`config.mk`:
```
export PLATFORM = sky130hd
export DESIGN_NAME = fetch_req_tracker
export DESIGN_NICKNAME = d
export VERILOG_FILES = /design/src/rtl/river_cfg_pkg.sv /design/src/rtl/fetch_pkg.sv /design/src/rtl/fetch_req_tracker.sv
export SDC_FILE = /design/constraint.sdc
export NUM_CORES = 1
export LEC_CHECK = 0
export BUFFER_PORTS_ARGS = -buffer_cell sky130_fd_sc_hd__buf_2
export CAP_MARGIN = 20
export CORE_AREA = 2 2 206 208
export DETAILED_ROUTE_END_ITERATION = 6
export DIE_AREA = 0 0 208 210
export HOLD_SLACK_MARGIN = 0.05
export PLACE_DENSITY = 0.66
export SYNTH_ARGS = -nofsm -noshare
export SYNTH_HDL_FRONTEND = slang
export SYNTH_SLANG_ARGS = --single-unit
```
`constraint.sdc`:
```
create_clock -name i_clk -period 2.3 [get_ports i_clk]
set_clock_uncertainty 0.1 [all_clocks]
set_input_delay 0.115 -clock i_clk [delete_from_list [all_inputs] [get_ports i_clk]]
set_output_delay 0.115 -clock i_clk [all_outputs]
set_load 0.005 [all_outputs]
```
`src/rtl/river_cfg_pkg.sv`:
```
// -----------------------------------------------------------------------------
// river_cfg_pkg
// Core-wide configuration constants shared by the River pipeline blocks.
//   RISCV_ARCH : architectural register / address width in bits.
// -----------------------------------------------------------------------------
package river_cfg_pkg;

  localparam int RISCV_ARCH = 64;

endpackage : river_cfg_pkg

```
`src/rtl/fetch_pkg.sv`:
```
// -----------------------------------------------------------------------------
// fetch_pkg
// Types and constants for the fetch request tracker.
//   fetch_state_t     : tracker FSM states (IDLE, REQ, RESP).
//   FETCH_PC_INVALID  : all-ones marker for "no PC here"; never a legal fetch
//                       address because fetch PCs are 4-byte aligned.
//   fetch_regs_t      : complete registered state of the tracker.
//   FETCH_REGS_RESET  : value loaded into fetch_regs_t on reset.
// Optional feature macro: RIVER_FETCH_FAULT_EN adds the instr_fault register.
// -----------------------------------------------------------------------------
package fetch_pkg;

  import river_cfg_pkg::*;

  typedef enum logic [1:0] {
    IDLE = 2'd0,
    REQ  = 2'd1,
    RESP = 2'd2
  } fetch_state_t;

  localparam logic [RISCV_ARCH-1:0] FETCH_PC_INVALID = '1;

  typedef struct packed {
    fetch_state_t            state;
    logic                    boot;          // first IDLE cycle after reset
    logic                    discard;       // drop the response in flight
    logic                    req_valid;
    logic                    resp_ready;
    logic [RISCV_ARCH-1:0]   req_addr;
    logic [RISCV_ARCH-1:0]   requested_pc;
    logic [RISCV_ARCH-1:0]   fetching_pc;
    logic [RISCV_ARCH-1:0]   fetched_pc;
    logic                    instr_valid;
`ifdef RIVER_FETCH_FAULT_EN
    logic                    instr_fault;
`endif
    logic [63:0]             instr;
  } fetch_regs_t;

  localparam fetch_regs_t FETCH_REGS_RESET = '{
    state:        IDLE,
    boot:         1'b1,
    discard:      1'b0,
    req_valid:    1'b0,
    resp_ready:   1'b0,
    req_addr:     '0,
    requested_pc: FETCH_PC_INVALID,
    fetching_pc:  FETCH_PC_INVALID,
    fetched_pc:   FETCH_PC_INVALID,
    instr_valid:  1'b0,
`ifdef RIVER_FETCH_FAULT_EN
    instr_fault:  1'b0,
`endif
    instr:        '0
  };

endpackage : fetch_pkg

```
`src/rtl/fetch_req_tracker.sv`:
```
// -----------------------------------------------------------------------------
// fetch_req_tracker
// Issues one ICache instruction request at a time (valid/ready), returns the
// fetched 64-bit word to the decoder, and publishes the requested / fetching /
// fetched PCs used by the branch predictor to avoid duplicate fetches.
//
// Parameters
//   ADDR_W        PC / address width (must equal RISCV_ARCH).
//   RESET_VECTOR  first address requested after reset.
// Ports
//   i_clk, i_rst          clock, synchronous active-high reset
//   i_flush_pipeline      drop in-flight / pending fetch results
//   i_bp_valid, i_bp_pc   predicted fetch request
//   o_mem_req_valid, i_mem_req_ready, o_mem_addr       ICache request channel
//   i_mem_data_valid, i_mem_data_addr, i_mem_data,
//   i_mem_load_fault, o_mem_resp_ready                 ICache response channel
//   o_requested_pc        presented but not yet accepted (all-ones if none)
//   o_fetching_pc         accepted, awaiting response (all-ones if none)
//   o_fetched_pc          last delivered word address (all-ones if none)
//   o_instr_valid, o_instr  one-cycle delivery strobe and word
//   o_instr_fault         fault flag of delivered word (RIVER_FETCH_FAULT_EN)
// Optional feature macro: RIVER_FETCH_FAULT_EN.
// All outputs come straight from registers.
// -----------------------------------------------------------------------------
module fetch_req_tracker
  import river_cfg_pkg::*;
  import fetch_pkg::*;
#(
  parameter int                ADDR_W       = RISCV_ARCH,
  parameter logic [ADDR_W-1:0] RESET_VECTOR = 64'h10000
) (
  input  logic              i_clk,
  input  logic              i_rst,
  input  logic              i_flush_pipeline,
  input  logic              i_bp_valid,
  input  logic [ADDR_W-1:0] i_bp_pc,
  output logic              o_mem_req_valid,
  input  logic              i_mem_req_ready,
  output logic [ADDR_W-1:0] o_mem_addr,
  input  logic              i_mem_data_valid,
  input  logic [ADDR_W-1:0] i_mem_data_addr,
  input  logic [63:0]       i_mem_data,
  input  logic              i_mem_load_fault,
  output logic              o_mem_resp_ready,
  output logic [ADDR_W-1:0] o_requested_pc,
  output logic [ADDR_W-1:0] o_fetching_pc,
  output logic [ADDR_W-1:0] o_fetched_pc,
  output logic              o_instr_valid,
  output logic [63:0]       o_instr
`ifdef RIVER_FETCH_FAULT_EN
  ,
  output logic              o_instr_fault
`endif
);

  fetch_regs_t r_reg;
  fetch_regs_t r_next;

  always_comb begin
    r_next             = r_reg;
    r_next.instr_valid = 1'b0;

    unique case (r_reg.state)
      IDLE: begin
        if (r_reg.boot) begin
          // Leaving reset: the very first fetch is the reset vector,
          // regardless of what the predictor is doing.
          r_next.boot         = 1'b0;
          r_next.req_addr     = RESET_VECTOR;
          r_next.requested_pc = RESET_VECTOR;
          r_next.req_valid    = 1'b1;
          r_next.state        = REQ;
        end else if (i_bp_valid) begin
          r_next.req_addr     = i_bp_pc;
          r_next.requested_pc = i_bp_pc;
          r_next.req_valid    = 1'b1;
          r_next.state        = REQ;
        end
      end

      REQ: begin
        // A presented request is never withdrawn; a flush only marks its
        // eventual response for dropping.
        if (i_flush_pipeline) begin
          r_next.discard = 1'b1;
        end
        if (i_mem_req_ready) begin
          r_next.fetching_pc  = r_reg.req_addr;
          r_next.requested_pc = FETCH_PC_INVALID;
          r_next.req_valid    = 1'b0;
          r_next.resp_ready   = 1'b1;
          r_next.state        = RESP;
        end
      end

      RESP: begin
        if (i_mem_data_valid) begin
          // A flush arriving together with the response drops it directly;
          // nothing else is in flight, so discard just clears.
          if (!r_reg.discard && !i_flush_pipeline) begin
            r_next.fetched_pc  = i_mem_data_addr;
            r_next.instr       = i_mem_data;
            r_next.instr_valid = 1'b1;
`ifdef RIVER_FETCH_FAULT_EN
            r_next.instr_fault = i_mem_load_fault;
`endif
          end
          r_next.discard     = 1'b0;
          r_next.fetching_pc = FETCH_PC_INVALID;
          r_next.resp_ready  = 1'b0;
          if (i_bp_valid) begin
            r_next.req_addr     = i_bp_pc;
            r_next.requested_pc = i_bp_pc;
            r_next.req_valid    = 1'b1;
            r_next.state        = REQ;
          end else begin
            r_next.state = IDLE;
          end
        end else if (i_flush_pipeline) begin
          r_next.discard = 1'b1;
        end
      end

      default: begin
        r_next = FETCH_REGS_RESET;
      end
    endcase

    if (i_flush_pipeline) begin
      r_next.fetched_pc = FETCH_PC_INVALID;
    end
  end

  always_ff @(posedge i_clk) begin
    if (i_rst) begin
      r_reg <= FETCH_REGS_RESET;
    end else begin
      r_reg <= r_next;
    end
  end

  assign o_mem_req_valid  = r_reg.req_valid;
  assign o_mem_addr       = r_reg.req_addr;
  assign o_mem_resp_ready = r_reg.resp_ready;
  assign o_requested_pc   = r_reg.requested_pc;
  assign o_fetching_pc    = r_reg.fetching_pc;
  assign o_fetched_pc     = r_reg.fetched_pc;
  assign o_instr_valid    = r_reg.instr_valid;
  assign o_instr          = r_reg.instr;

`ifdef RIVER_FETCH_FAULT_EN
  assign o_instr_fault = r_reg.instr_fault;
`else
  // Fault reporting is compiled out; the input is intentionally ignored.
  logic unused_load_fault;
  assign unused_load_fault = i_mem_load_fault;
`endif

endmodule : fetch_req_tracker

```
==> out/results.tsv <==
metric	value	unit
async_flop_share	0	
clk_latency	0.54	ns
synthTopCellsByArea	dfxtp_1 46%, buf_4 18%, a21oi_1 9.2%, a221o_1 4.4%, a211o_1 3.9%	
nFillCells	3841	
hpwl	29500	microns
syn_nets	1765	
grt_pass1_wl	69800	microns
synth_top_area_frac	0.456	
path_class	register to register	
max_slew_margin	0.503	
swShare	0.368	
clk_path_buf_depth	3	
place_area	0.0150	sq mm
ff_latch_area	0.00655	sq mm
place_ws	-0.0609	ns
core	0.0415	sq mm
htreeDepth	2	
gr-total-overflow	0	
drt_iter0_markers	1057	
timing.hold.ws	0.147	ns
numClockSinks	327	
area_growth	27.7	%
fin_ws	0.0997	ns
drc_errors	0	
synth_area	0.0144	sq mm
die-area	0.0437	sq mm
yosysSeqAreaShare	0.456	
wirelength	46100	microns
ant_nets	0	
cp.arrival	2.53	ns
path_clk_slew	0.06	ns
p_leak	7.64	nW
holdPathStages	5	
synth.avg_cell_area	9.21	sq um
grt_busiest_layer	met2	
grt_pass1_vias	12300	
end_kind	register	
rsz0062_at_grt	false	
wl_per_cell	18.7	microns
grt_usage	0.199	
ys_ff_latch	327	
die_h	210	microns
power.density	1280	mW/mm^2
ios	522	
cp-start-kind	register	
p_clk_frac	0.261	
switchingPower	8.66	mW
hold_end	o_mem_req_valid$_SDFFE_PP0P_	
finish.utilization	0.442	
vias	12600	
max_freq	454	MHz
via_per_inst	5.11	
hold_path_class	input pin to register	
layout.nets	2100	
ir_drop	0.000665	V
layout-drive-gt1-share	0.330	
cts-root-buf	clkbuf_16	
multi_input_area	0.00472	sq mm
ys_types	41	
reg2reg_from	r_reg[326]$_SDFFE_PP0P_	
fin_crit	2.20	ns
synth_warnings	0	
port-buffer-count	520	
synth-edff-count	0	
grt_max_degree	68	
worstMarginPinSlew	0.746	ns
drv_slew	0	
timing.final.hold_violations	0	
globalRouteMet1Util	0.234	
design_area	0.0183	sq mm
p_int	14.9	mW
synth_ff_type	dfxtp_1	
status	finished clean	
cp_max_fo	67	
gp_congestion	0.852	
synthCells	1559	
drv_cap	0	
numCtsBuffers	36	
fin_total_pwr	23.5	mW
use_met2	0.335	
pwr-share-comb	0.390	
cts_tree	done	
rrSetupSlack	0.1	ns
fp.dieW	208	microns
rows	75	
pwr-share-seq	0.348	
min_period_over_period	0.957	
worst_r2r_path_depth	6	
cp.required	2.63	ns
yosys.area.top_type	dfxtp_1	
dr.pass1.iters	5	
grtUsageMet3	0.0487	
reg2reg_to	o_fetching_pc[7]$_SDFFE_PP1P_	
setup_violations	0	
min_from	i_mem_req_ready	
antenna_found_initial	3	
start_util	0.346	
-- how the worst max path moves through the flow --
stage / to / slack [ns] / cells after the start / start
3_5_place_dp: o_fetched_pc[54]$_SDFFE_PP1P_ / -0.06 / 6 / r_reg[325]$_SDFFE_PP0P_
3_3_place_gp: o_requested_pc[29]$_SDFFE_PP1P_ / -0.009 / 7 / r_reg[325]$_SDFFE_PP0P_
5_1_grt: o_fetched_pc[6]$_SDFFE_PP1P_ / 0.02 / 8 / r_reg[325]$_SDFFE_PP0P_
4_1_cts: o_fetched_pc[56]$_SDFFE_PP1P_ / 0.03 / 7 / r_reg[326]$_SDFFE_PP0P_
2_1_floorplan: o_instr[3]$_SDFFE_PP0P_ / 0.19 / 9 / r_reg[325]$_SDFFE_PP0P_
6_report: o_fetching_pc[7]$_SDFFE_PP1P_ / 0.1 / 6 / r_reg[326]$_SDFFE_PP0P_
-- cells by family (layout without fill, tap and decap cells) --
logic type / Yosys count / in the layout / synth area share
mux: 5 / 5 / 0.00349
flops: 327 / 327 / 0.456
buf+inv: 460 / 823 / 0.220
other cells: 0 / 1 / 0
simple gates: 292 / 292 / 0.0942
fa+ha+maj: 7 / 7 / 0.00610
compound gates: 468 / 468 / 0.221
-- critical path, stage by stage (launching register included) --
cell,delay (ns)
dfxtp_2,0.38
inv_1,0.12
ha_4,0.22
and2b_4,0.21
or3_4,0.44
buf_12,0.22
a211o_1,0.33
-- per-layer routing --
metal  part of all wire  vias up  wire [microns]
li1                   -     5841               -
met2               0.48      613           22000
met4              0.051        2            2330
met1               0.40     6006           18300
met5            0.00037        -              17
met3              0.075      110            3440
-- power by group through the flow --
stage	Clock (mW)	Sequential, mW	Combinational [mW]
4_1_cts	6.31	8.17	9.15
5_1_grt	6.53	8.38	9.99
3_3_place_gp	0	8.21	8.63
3_5_place_dp	0	8.24	8.81
2_1_floorplan	0	7.99	7.44
6_report	6.16	8.20	9.19
-- layout by cell type, fill, tap and decap left out, types with 3 or more instances in the layout --
| cell | count |
|---|---|
| a21oi_1 | 264 |
| nand3_1 | 64 |
| a221o_1 | 63 |
| clkbuf_16 | 37 |
| o21ai_0 | 6 |
| mux2i_1 | 5 |
| ha_1 | 5 |
| a211oi_1 | 3 |
| buf_2 | 519 |
| clkinv_2 | 3 |
| clkbuf_8 | 8 |
| buf_4 | 15 |
| nor3_1 | 64 |
| nand2_1 | 135 |
| a22o_1 | 62 |
| clkbuf_1 | 8 |
| bufinv_16 | 5 |
| inv_6 | 3 |
| a211o_1 | 64 |
| dlygate4sd3_1 | 196 |
| buf_12 | 18 |
| inv_1 | 6 |
| nor2_1 | 8 |
| dfxtp_1 | 325 |
-- stage by stage --
| stage | instances | TNS [ns] |
|---|---|---|
| after global placement | 2196 | -0.187 |
| after CTS | 2460 | 0 |
| after global routing | 2462 | 0 |
| after detailed placement | 2196 | -3.85 |
| final | 2462 | 0 |
| after floorplan | 1559 | 0 |
-- synthesized netlist by cell type (2+ instances only) --
cell	instances
a211o_1	64
buf_6	15
clkbuf_1	66
inv_1	6
buf_2	32
mux2i_1	5
nor3_1	64
ha_1	7
a211oi_1	3
nand2_1	135
a22o_1	62
buf_4	340
nand2b_1	2
dfxtp_1	327
o21ai_0	6
a21oi_1	264
a221o_1	63
and2_1	4
nor2_1	8
nand3_1	64
nor2b_1	2
-- timing repair --
action / in CTS / in global routing
pin swaps: 1 / 1
resized for setup: 3 / 3
buffers inserted: 1 / 0
gates cloned: 1 / 1
hold buffers: 196 / 0
endpoints found under the hold margin: 270 / 0
setup endpoints to repair: 125 / 190
-- layout make-up --
cell class | count | share of cell area
clock buffer | 52 | 0.0567
antenna | 1 | 0.000136
tap | 539 | 0.0368
inverter | 6 | 0.00123
multi-input combinational | 772 | 0.257
sequential | 327 | 0.357
clock inverter | 14 | 0.0130
timing repair buffer | 751 | 0.278
Note: power is estimated with default switching activity, not from simulation.
